## config.mk

```make
export PLATFORM = sky130hd
export DESIGN_NAME = execute_cycle
export DESIGN_NICKNAME = d
export VERILOG_FILES = /design/src/rtl/execute_cycle.sv
export SDC_FILE = /design/constraint.sdc
export NUM_CORES = 1
export LEC_CHECK = 0
export BUFFER_PORTS_ARGS = -buffer_cell sky130_fd_sc_hd__buf_2
export CAP_MARGIN = 20
export CORE_MARGIN = 10
export CORE_UTILIZATION = 30
export DETAILED_ROUTE_END_ITERATION = 8
export GPL_TIMING_DRIVEN = 0
export PLACE_DENSITY = 0.48
export SYNTH_ARGS = -nofsm -noshare
export SYNTH_HDL_FRONTEND = slang
export SYNTH_SLANG_ARGS = --single-unit
```

## constraint.sdc

```tcl
create_clock -name clk -period 9.38 [get_ports clk]
set_clock_uncertainty 0.05 [all_clocks]
set_input_delay 0.469 -clock clk [delete_from_list [all_inputs] [get_ports clk]]
set_output_delay 0.469 -clock clk [all_outputs]
set_load 0.02 [all_outputs]
```

## src/rtl/execute_cycle.sv

```systemverilog
// MIPS EX stage: operand forwarding, ALU, dest-reg select, branch target into EX/MEM; 1-cycle latency.
// No backpressure: EX/MEM loads every cycle outside reset; FlushM loads a bubble.
module execute_cycle #(
    parameter int DATA_W = 32,
    parameter int REG_AW = 5
) (
    input  logic              clk,
    input  logic              rst,
    input  logic              RegWriteE,
    input  logic              MemtoRegE,
    input  logic              MemWriteE,
    input  logic              BranchE,
    input  logic              ALUSrcE,
    input  logic              RegDstE,
    input  logic [2:0]        ALUControlE,
    input  logic [DATA_W-1:0] RD1E,
    input  logic [DATA_W-1:0] RD2E,
    input  logic [DATA_W-1:0] SignImmE,
    input  logic [DATA_W-1:0] PCPlus4E,
    input  logic [REG_AW-1:0] RtE,
    input  logic [REG_AW-1:0] RdE,
    input  logic [DATA_W-1:0] ResultW,
    input  logic [1:0]        ForwardAE,
    input  logic [1:0]        ForwardBE,
    input  logic              FlushM,
    output logic              RegWriteM,
    output logic              MemtoRegM,
    output logic              MemWriteM,
    output logic              BranchM,
    output logic              ZeroM,
    output logic [DATA_W-1:0] ALUOutM,
    output logic [DATA_W-1:0] WriteDataM,
    output logic [REG_AW-1:0] WriteRegM,
    output logic [DATA_W-1:0] PCBranchM
);

    logic [DATA_W-1:0] src_a;
    logic [DATA_W-1:0] src_b;
    logic [DATA_W-1:0] write_data;
    logic [DATA_W-1:0] alu_result;
    logic [DATA_W-1:0] pc_branch;
    logic [REG_AW-1:0] write_reg;
    logic              zero;

    // ALUOutM is the registered value of the instruction now in MEM
    always_comb begin
        case (ForwardAE)
            2'b01:   src_a = ResultW;
            2'b10:   src_a = ALUOutM;
            default: src_a = RD1E;
        endcase
        case (ForwardBE)
            2'b01:   write_data = ResultW;
            2'b10:   write_data = ALUOutM;
            default: write_data = RD2E;
        endcase
    end

    assign src_b = ALUSrcE ? SignImmE : write_data;

    always_comb begin
        case (ALUControlE)
            3'b010:  alu_result = src_a + src_b;
            3'b110:  alu_result = src_a - src_b;
            3'b000:  alu_result = src_a & src_b;
            3'b001:  alu_result = src_a | src_b;
            3'b111:  alu_result = {{(DATA_W-1){1'b0}}, ($signed(src_a) < $signed(src_b))};
            default: alu_result = '0;
        endcase
    end

    assign zero      = (alu_result == '0);
    assign write_reg = RegDstE ? RdE : RtE;
    assign pc_branch = PCPlus4E + (SignImmE << 2);

    always_ff @(posedge clk) begin
        if (!rst) begin
            RegWriteM  <= 1'b0;
            MemtoRegM  <= 1'b0;
            MemWriteM  <= 1'b0;
            BranchM    <= 1'b0;
            ZeroM      <= 1'b0;
            ALUOutM    <= '0;
            WriteDataM <= '0;
            WriteRegM  <= '0;
            PCBranchM  <= '0;
        end else begin
            // a flushed slot keeps its data but can never commit or branch
            RegWriteM  <= RegWriteE & ~FlushM;
            MemtoRegM  <= MemtoRegE & ~FlushM;
            MemWriteM  <= MemWriteE & ~FlushM;
            BranchM    <= BranchE   & ~FlushM;
            ZeroM      <= zero      & ~FlushM;
            ALUOutM    <= alu_result;
            WriteDataM <= write_data;
            WriteRegM  <= write_reg;
            PCBranchM  <= pc_branch;
        end
    end

endmodule

```

# Yosys cells after proc, flatten, opt, wreduce, memory -nomap -nowiden
# Index checks and enable logic that the tools add are counted.
# totals
regBits,106
out_inout_bits,106
word_cells,36
# op_classes
add_sub_neg,3
bitwise_logic,8
eq_ne,8
muxes,5
n_lt_le_gt_ge,1
n_reduce_logical,2
# op_table
op,count
case mux 32 bit (5 select lines),1
case mux 32 bit (2 select lines),2
adder 32 bit,2
AND 32 bit,1
zero test 32 bit,1
< comparator 32 bit,1
2-to-1 mux 32 bit,1
bitwise OR 32 bit,1
subtractor 32 bit,1
"== test 3 bit, second input constant",2
AND 1 bit,5
2-to-1 mux 5 bit,1
"== test 2 x 1 -> 1 bit, second input constant",2
"== test 2 bit, second input constant",2
"== test 3 x 1 -> 1 bit, second input constant",1
"== test 3 x 2 -> 1 bit, second input constant",1
zero test 3 bit,1
inverter 1 bit,1

# Depth between registers and ports, before layout
# Gate-level depths: netlist (run 1).
# depth
word_depth,7
mapped_depth,22
depth_no_buf,21

# Worst setup path after synthesis (run 1)
# Ideal clock, no wire load.
# synth_path
kind,input-to-reg
from,input port ForwardBE[0]
to,register ZeroM
path_stages,20
path_slack_ns,3.809
n_path_buf,2
setup_time_ns,0.087
t_required_ns,9.243
t_arrival_ns,5.434
path_cell_list,inv_1 ha_1 clkbuf_1 clkbuf_1 nor2_1 a21oi_1 o21a_1 inv_1 fa_1 a211o_1 a221oi_1 o22a_1 xor2_1 o22ai_1 a221o_1 or4_1 or4b_1 or4_1 or4_1 nor4b_2
# synth_via
elab_chain_len,7
# synth_lines
element,line_no,text
from (decl),24,"input logic [1:0] ForwardBE,"
== test 2 bit / == test 2 x 1 -> 1 bit (equally long branches),52,case (ForwardBE)
case mux 32 bit (2 select lines) (*),52,
2-to-1 mux 32 bit (*),59,assign src_b = ALUSrcE ? SignImmE : write_data;
"subtractor 32 bit, or another cell as far along",64,3'b110: alu_result = src_a - src_b;
case mux 32 bit (5 select lines) (*),62,case (ALUControlE)
zero test 32 bit (*),72,assign zero = (alu_result == '0);
AND 1 bit (*),93,ZeroM <= zero & ~FlushM;
to (signal assigned),93,
to (decl),30,"output logic ZeroM,"
# Mark *: on every way between the ends. The rest lies on a longest branch, timed or not.
# A chain may end at the register's enable or synchronous reset.

# Worst setup path after layout (run 1)
# layout_path
from,input port ForwardBE[1]
to,register ZeroM
# Same word-level chain as after synthesis.

==> run summary, run 1 <==
Outcome
• **status** completed

STA
• **post-route minimum period** 7.27 ns
• **setup total negative slack** 0 ns
• **final clock period utilization by the worst path** 77.5%
• **RSZ-0062 raised after global routing** false
• **final count of negative-setup-slack endpoints** 0
• **number of endpoints with negative hold slack in the final report** 0
• **count of pins over their slew limit** 0
• **transition time of the tightest slew-check pin** 1.04 ns
• **Max Clock Freq** 0.138 GHz
• **worst max-slew margin expressed relative to the limit** 30.0%

Min path
• **launch point of the worst hold path** BranchE
• **Min-Delay Path Depth** 2
• **hold endpoint** BranchM$_SDFF_PN0_
• **class of the tightest hold or removal check** primary input to flip-flop

Routing
• **via count** 12,100
• **total wire length after detailed routing** 51,700 um
• **via-per-instance ratio** 5.41
• **per-cell routed wire length** 23.2 um
• **DR iter-0 viols** 1,084
• **post-route ant nets** 0
• **Residual DRC** 0
• **length of the first detailed-routing pass in iterations** 6

Worst setup path
• **biggest fanout along the worst timing path** 10
• **data arrival time of the worst path** 7.46 ns
• **Crit Path Class** primary input to flip-flop
• **worst r2r dst** ZeroM$_SDFF_PN0_
• **startpoint class of the critical path** primary input
• **required time of the worst setup path** 9.57 ns
• **flop-to-flop setup slack** 3.01 ns
• **critical register-to-register path startpoint** ALUOutM[13]$_SDFF_PN0_
• **Worst setup EP type** flip-flop
• **cell count of the worst reg-to-reg path** 18

Die
• **Die Wd** 207 um
• **die footprint** 0.0430 mm2
• **I/O Pins** 292
• **number of standard-cell rows in the floorplan** 68
• **Die Ht** 207 um
• **placeable core area** 0.0345 mm2
• **starting density of the core** 30.5%

CTS
• **H-tree depth** 3
• **clock tree from TritonCTS** built
• **source-to-sink clock delay at the later pin of the worst-skew pair** 0.37 ns
• **number of gates given a new drive strength after cts** 0
• **cell at the root of the clock tree** sky130_fd_sc_hd__clkbuf_16
• **Num CTS Buffers** 9
• **number of buffers between clock root and the deepest sink** 2
• **clk sinks** 106
• **clock transition at the registers of the reported paths** 0.08 ns
• **CTS hold repair buffers** 0
• **buffers inserted by post-CTS timing repair** 0

Synthesis
• **total nets after synthesis** 1,798
• **cells after synthesis** 1,470
• **top area cells in the synthesized netlist** sky130_fd_sc_hd__dfxtp_1 20%, sky130_fd_sc_hd__ha_1 17%, sky130_fd_sc_hd__nor2_1 7.0%
• **Netlist cell types** 72
• **Post-synth top flop** sky130_fd_sc_hd__dfxtp_1
• **cell taking the most area after synthesis** sky130_fd_sc_hd__dfxtp_1
• **top-count cell post-synth** sky130_fd_sc_hd__nor2_1
• **fraction of post-synthesis cell area in the top cell type by area** 20.2%
• **sequential cell area fraction in the yosys report** 20.2%
• **most instantiated cells after synthesis** 197 x sky130_fd_sc_hd__nor2_1, 139 x sky130_fd_sc_hd__ha_1, 126 x sky130_fd_sc_hd__a21oi_1
• **combined area of all synthesized cells** 0.0105 mm2
• **synthesized area divided by synthesized cell count** 7.16 um2
• **EDFF count, synth** 0
• **Async S/R FF share, synth** 0%
• **number of warning messages in the yosys log** 0
• **number of storage elements in the synthesis netlist** 106

Final layout
• **area overhead of the layout relative to synthesis** 22.2%
• **total number of nets in the final design** 2,096
• **final standard cell utilization of the core** 37.2%
• **share of post-route cells with drive strength above 1** 18.3%
• **Fill cells** 3,857

Place
• **count of buffers inserted at the top-level ports** 287
• **Detail Placement HPWL** 43,800 um
• **final weighted congestion of routability-driven global placement** 0.970

Pwr
• **worst voltage drop across the vdd grid** 0.0965 mV
• **ratio of total power to cell area** 147 mW/mm2
• **leakage power figure** 6.05 nW

Global route
• **number of antenna violations at the first check in global routing** 3
• **All-Layer GR Usage** 22.8%
• **remaining global-route overflow** 0
• **first-pass GRT wire length** 75,900 um
• **vias in the first global route** 11,700
• **pin count of the biggest net entering global routing** 17

Run
• **Max Cap Viol** 0

## final cells by class
class | instances | area, um2 | share of cell area [%]
Antenna cell | 2 | 5.00 | 0.0389
Buffer | 85 | 327 | 2.54
Clock buffer | 12 | 246 | 1.92
Clock inverter | 4 | 73.8 | 0.574
Inverter | 121 | 454 | 3.53
Multi-Input combinational cell | 1158 | 7620 | 59.3
Sequential cell | 106 | 2120 | 16.5
Tap cell | 455 | 569 | 4.43
Timing Repair Buffer | 287 | 1440 | 11.2
## layer usage
layer / global-route usage (%) / wire length, um / vias up
li1: - / - / 5767
met1: 29.4 / 22700 / 5794
met2: 38.8 / 25000 / 446
met3: 2.66 / 2960 / 52
met4: 6.40 / 1060 / 2
met5: 0 / 13 / -
## registers in the layout (all words and copies together) (netlist names)
register,flops
RegWriteM,1
MemtoRegM,1
WriteDataM,32
WriteRegM,5
BranchM,1
ZeroM,1
ALUOutM,32
PCBranchM,32
MemWriteM,1
## cells by family after synthesis
kind of cell | share of synthesized area (%)
flip-flops | 20.2
adder cells (fa/ha/maj) | 17.1
buffers and inverters | 7.42
XOR/XNOR | 4.00
AND/OR/NAND/NOR | 19.4
AO/OA/AOI/OAI | 30.2
multiplexers | 1.71
## metrics by stage
step / hold WS, ns / total power [mW] / worst slack (ns) / instances / instance area, um2
floorplan: 0.541 / 1.13 / 3.81 / 1470 / 10500
global route: 0.250 / 2.00 / 2.03 / 2230 / 12900
CTS: 0.233 / 1.88 / 2.24 / 2228 / 12800
detailed placement: 0.615 / 1.45 / 1.86 / 2212 / 12500
finish: 0.244 / 1.89 / 2.11 / 2230 / 12900
global placement: 0.613 / 1.45 / 1.85 / 2212 / 12500
## worst max path at each step
stage	startpoint	endpoint	slack, ns	cells after the start
5_1_grt	ForwardBE[0]	ZeroM$_SDFF_PN0_	2.03	22
3_5_place_dp	ForwardBE[0]	ZeroM$_SDFF_PN0_	1.86	22
4_1_cts	ForwardBE[0]	ZeroM$_SDFF_PN0_	2.24	22
6_report	ForwardBE[1]	ZeroM$_SDFF_PN0_	2.11	22
2_1_floorplan	ForwardBE[0]	ZeroM$_SDFF_PN0_	3.81	20
3_3_place_gp	ForwardBE[0]	ZeroM$_SDFF_PN0_	1.85	22
## cells in the final DEF, fill, tap and decap left out, types with 5 or more instances in the layout
master / n
sky130_fd_sc_hd__inv_1: 116
sky130_fd_sc_hd__a221o_1: 5
sky130_fd_sc_hd__dfxtp_1: 106
sky130_fd_sc_hd__clkbuf_16: 9
sky130_fd_sc_hd__nand2_1: 118
sky130_fd_sc_hd__xor2_1: 16
sky130_fd_sc_hd__buf_2: 287
sky130_fd_sc_hd__a211o_1: 6
sky130_fd_sc_hd__nand4_1: 10
sky130_fd_sc_hd__a211oi_1: 19
sky130_fd_sc_hd__nor2_1: 197
sky130_fd_sc_hd__or3_1: 8
sky130_fd_sc_hd__and2_1: 28
sky130_fd_sc_hd__o31ai_1: 12
sky130_fd_sc_hd__o22ai_1: 17
sky130_fd_sc_hd__nand2b_1: 11
sky130_fd_sc_hd__a31oi_1: 11
sky130_fd_sc_hd__nor3_1: 29
sky130_fd_sc_hd__clkbuf_1: 76
sky130_fd_sc_hd__a21o_1: 21
sky130_fd_sc_hd__mux2i_1: 18
sky130_fd_sc_hd__o21bai_1: 14
sky130_fd_sc_hd__buf_1: 10
sky130_fd_sc_hd__a22oi_1: 70
sky130_fd_sc_hd__a2111oi_0: 6
sky130_fd_sc_hd__ha_1: 139
sky130_fd_sc_hd__o21ai_0: 124
sky130_fd_sc_hd__nor2b_1: 9
sky130_fd_sc_hd__xnor2_1: 32
sky130_fd_sc_hd__or4_1: 5
sky130_fd_sc_hd__and3_1: 6
sky130_fd_sc_hd__nand3_1: 9
sky130_fd_sc_hd__a21oi_1: 126
sky130_fd_sc_hd__inv_2: 5
sky130_fd_sc_hd__or2_2: 5
sky130_fd_sc_hd__o21a_1: 13
sky130_fd_sc_hd__o211ai_1: 15
## power breakdown
group / leakage (nW) / internal [mW] / switching, mW / total (mW)
clock: 0.157 / 0.243 / 0.190 / 0.432
sequential: 0.876 / 0.493 / 0.0241 / 0.517
combinational: 5.02 / 0.326 / 0.613 / 0.939
## critical path, cell delays in order
cell,delay [ns]
sky130_fd_sc_hd__buf_2,0.11
sky130_fd_sc_hd__inv_1,0.05
sky130_fd_sc_hd__ha_1,0.25
sky130_fd_sc_hd__clkbuf_1,0.64
sky130_fd_sc_hd__a22oi_1,0.24
sky130_fd_sc_hd__nor2_1,0.17
sky130_fd_sc_hd__a21oi_1,0.07
sky130_fd_sc_hd__o21ai_0,0.75
sky130_fd_sc_hd__ha_1,0.36
sky130_fd_sc_hd__clkbuf_1,0.21
sky130_fd_sc_hd__nor2_1,0.24
sky130_fd_sc_hd__nand2_1,0.13
sky130_fd_sc_hd__a2111oi_2,0.25
sky130_fd_sc_hd__nor3_1,0.20
sky130_fd_sc_hd__o31ai_2,0.57
sky130_fd_sc_hd__mux2i_1,0.18
sky130_fd_sc_hd__xnor2_1,0.16
sky130_fd_sc_hd__a22oi_1,0.48
sky130_fd_sc_hd__or3b_2,0.48
sky130_fd_sc_hd__or4_1,0.49
sky130_fd_sc_hd__or4_1,0.56
sky130_fd_sc_hd__nor4b_2,0.39
No activity file was read; power rests on OpenSTA's default activity.
==> run 2: changes to the inputs <==
- ABC_AREA: not set -> 1
- PLACE_DENSITY: 0.48 -> 0.49
- clock period: 9.38 -> 6.5 ns (I/O delays scaled with it)
==> run 2 against run 1 <==
  * Critical path depth up 1
  * Critical endpoint unchanged
  * First-iteration DRC count rose by 35%
  * Final cell count up 28%
  * Clock power is 38% higher
  * Area after synthesis is 15% higher
  * Routed wire length is 17% higher
  * Count of clock-buffer cells in the layout is 3 lower
  * Final area up 13%
  * Combinational power up 94%
  * Via count rose by 21%
==> run summary, run 2 <==
Outcome
• **status** completed

Pwr
• **leakage power figure** 7.95 nW
• **ratio of total power to cell area** 218 mW/mm2
• **worst voltage drop across the vdd grid** 0.148 mV

Routing
• **per-cell routed wire length** 21.2 um
• **DR iter-0 viols** 1,461
• **post-route ant nets** 0
• **length of the first detailed-routing pass in iterations** 8
• **Residual DRC** 0
• **total wire length after detailed routing** 60,700 um
• **via count** 14,600
• **via-per-instance ratio** 5.09

Place
• **Area after DPL** 0.0142 mm2
• **Place WS** 1.65 ns
• **Detail Placement HPWL** 53,000 um
• **count of buffers inserted at the top-level ports** 289
• **final weighted congestion of routability-driven global placement** 1.01

Global route
• **remaining global-route overflow** 0
• **first-pass GRT wire length** 86,000 um
• **vias in the first global route** 13,600
• **All-Layer GR Usage** 23.6%
• **number of antenna violations at the first check in global routing** 4
• **pin count of the biggest net entering global routing** 19

Worst setup path
• **data arrival time of the worst path** 4.88 ns
• **critical register-to-register path startpoint** ALUOutM[0]$_SDFF_PN0_
• **flop-to-flop setup slack** 2.38 ns
• **worst r2r dst** ZeroM$_SDFF_PN0_
• **required time of the worst setup path** 6.76 ns
• **Crit Path Class** primary input to flip-flop
• **Worst setup EP type** flip-flop
• **startpoint class of the critical path** primary input
• **cell count of the worst reg-to-reg path** 18
• **critical path startpoint** ForwardBE[1]
• **biggest fanout along the worst timing path** 10

Run
• **Max Cap Viol** 0

CTS
• **clock tree from TritonCTS** built
• **CTS hold repair buffers** 0
• **clk sinks** 106
• **cell at the root of the clock tree** sky130_fd_sc_hd__clkbuf_16
• **number of buffers between clock root and the deepest sink** 2
• **number of gates given a new drive strength after cts** 0
• **H-tree depth** 3
• **clock transition at the registers of the reported paths** 0.08 ns
• **Num CTS Buffers** 9
• **buffers inserted by post-CTS timing repair** 0
• **source-to-sink clock delay at the later pin of the worst-skew pair** 0.39 ns

Die
• **I/O Pins** 292
• **placeable core area** 0.0398 mm2
• **Die Wd** 221 um
• **number of standard-cell rows in the floorplan** 73
• **starting density of the core** 30.4%
• **die footprint** 0.0487 mm2
• **Die Ht** 221 um

STA
• **transition time of the tightest slew-check pin** 0.938 ns
• **count of pins over their slew limit** 0
• **post-route minimum period** 4.62 ns
• **number of endpoints with negative hold slack in the final report** 0
• **Final Worst Setup Slack** 1.88 ns
• **Max Clock Freq** 0.216 GHz
• **final count of negative-setup-slack endpoints** 0
• **worst max-slew margin expressed relative to the limit** 37.5%
• **final clock period utilization by the worst path** 71.1%
• **RSZ-0062 raised after global routing** false
• **setup total negative slack** 0 ns

Min path
• **class of the tightest hold or removal check** primary input to flip-flop
• **launch point of the worst hold path** PCPlus4E[1]
• **Min-Delay Path Depth** 3
• **hold endpoint** PCBranchM[1]$_SDFF_PN0_

Synthesis
• **Post-synth top flop** sky130_fd_sc_hd__dfxtp_1
• **number of storage elements in the synthesis netlist** 106
• **most instantiated cells after synthesis** 471 x sky130_fd_sc_hd__nand2_1, 324 x sky130_fd_sc_hd__inv_1, 243 x sky130_fd_sc_hd__nor2_1
• **cells after synthesis** 2,029
• **sequential cell area fraction in the yosys report** 17.6%
• **fraction of post-synthesis cell area in the top cell type by area** 17.6%
• **EDFF count, synth** 0
• **cell taking the most area after synthesis** sky130_fd_sc_hd__dfxtp_1
• **Netlist cell types** 46
• **total nets after synthesis** 2,357
• **top area cells in the synthesized netlist** sky130_fd_sc_hd__dfxtp_1 18%, sky130_fd_sc_hd__nand2_1 15%, sky130_fd_sc_hd__ha_1 14%
• **top-count cell post-synth** sky130_fd_sc_hd__nand2_1
• **Async S/R FF share, synth** 0%
• **number of warning messages in the yosys log** 0
• **synthesized area divided by synthesized cell count** 5.96 um2
• **combined area of all synthesized cells** 0.0121 mm2

Final layout
• **Fill cells** 4,536
• **final standard cell utilization of the core** 36.4%
• **share of post-route cells with drive strength above 1** 16.5%
• **largest registers** ALUOutM (32), PCBranchM (32), WriteDataM (32)
• **highest-count cells in the layout ignoring fill and taps** 471 x sky130_fd_sc_hd__nand2_1, 324 x sky130_fd_sc_hd__inv_1, 306 x sky130_fd_sc_hd__buf_2
• **most common cell after layout, fill and taps aside** sky130_fd_sc_hd__nand2_1
• **area overhead of the layout relative to synthesis** 20.0%
• **total number of nets in the final design** 2,658
• **post-route design area** 0.0145 mm2

[run 2: worst max-delay path by stage]
| stage | end | slack, ns | cells after the start |
|---|---|---|---|
| after floorplan | ZeroM$_SDFF_PN0_ | 3.17 | 25 |
| after global placement | ZeroM$_SDFF_PN0_ | 1.69 | 25 |
| after detailed placement | ZeroM$_SDFF_PN0_ | 1.65 | 23 |
| after CTS | ZeroM$_SDFF_PN0_ | 2.05 | 23 |
| after global routing | ZeroM$_SDFF_PN0_ | 1.63 | 24 |
| final | ZeroM$_SDFF_PN0_ | 1.88 | 23 |
[run 2: kinds of logic after synthesis]
group                    count (synthesis)  share of synthesized area [%]
adder cells (fa/ha/maj)                142                           14.9
XOR/XNOR                                 3                          0.217
flip-flops                             106                           17.6
AND/OR/NAND/NOR                        922                           31.7
AO/OA/AOI/OAI                          444                           22.4
buffers and inverters                  412                           13.2
[run 2: power by group]
group          leakage, nW  internal, mW  switching (mW)
clock network        0.144         0.303           0.293
registers            0.878         0.713          0.0388
logic                 6.93         0.552            1.26
total                 7.95          1.57            1.59
[run 2: per-layer routing]
layer | vias up | track usage (%) | routed length (um)
li1 | 7200 | - | -
met1 | 6781 | 32.1 | 27400
met2 | 544 | 38.3 | 28200
met3 | 47 | 3.30 | 3990
met4 | 0 | 6.14 | 1190
met5 | - | 0 | 0
[run 2: area by class of cell]
class	instances	area, um2	area share [%]
Buffer	73	328	2.26
Clock buffer	9	225	1.55
Tap cell	525	657	4.53
Sequential cell	106	2120	14.6
Clock inverter	7	78.8	0.543
Inverter	339	1270	8.77
Multi-Input combinational cell	1511	8370	57.7
Antenna cell	4	10.0	0.0690
Timing Repair Buffer	290	1450	10.0
[run 2: worst max-delay path, cell delays in order]
cell and delay, ns:
sky130_fd_sc_hd__buf_2 0.12, sky130_fd_sc_hd__ha_1 0.27, sky130_fd_sc_hd__clkbuf_1 0.22, sky130_fd_sc_hd__inv_1 0.13, sky130_fd_sc_hd__clkbuf_1 0.25, sky130_fd_sc_hd__o21ai_0 0.73, sky130_fd_sc_hd__nand2_1 0.10, sky130_fd_sc_hd__o21ai_1 0.30
sky130_fd_sc_hd__inv_1 0.15, sky130_fd_sc_hd__fa_1 0.47, sky130_fd_sc_hd__nand3_1 0.12, sky130_fd_sc_hd__nand2_1 0.18, sky130_fd_sc_hd__nand2_1 0.16, sky130_fd_sc_hd__nand3_1 0.08, sky130_fd_sc_hd__nand3_1 0.09, sky130_fd_sc_hd__nand2_1 0.05
sky130_fd_sc_hd__nor2_1 0.21, sky130_fd_sc_hd__nand3_1 0.11, sky130_fd_sc_hd__nor2_1 0.19, sky130_fd_sc_hd__nand3_1 0.18, sky130_fd_sc_hd__nor2_1 0.15, sky130_fd_sc_hd__nand3_1 0.10, sky130_fd_sc_hd__nor2_1 0.16
[run 2: metrics by stage]
step | instances | total power [mW] | hold WS (ns)
finish | 2864 | 3.16 | 0.0817
global route | 2863 | 3.39 | 0.0837
CTS | 2859 | 3.15 | 0.0728
detailed placement | 2843 | 2.55 | 0.479
global placement | 2843 | 2.54 | 0.466
floorplan | 2029 | 1.94 | 0.373
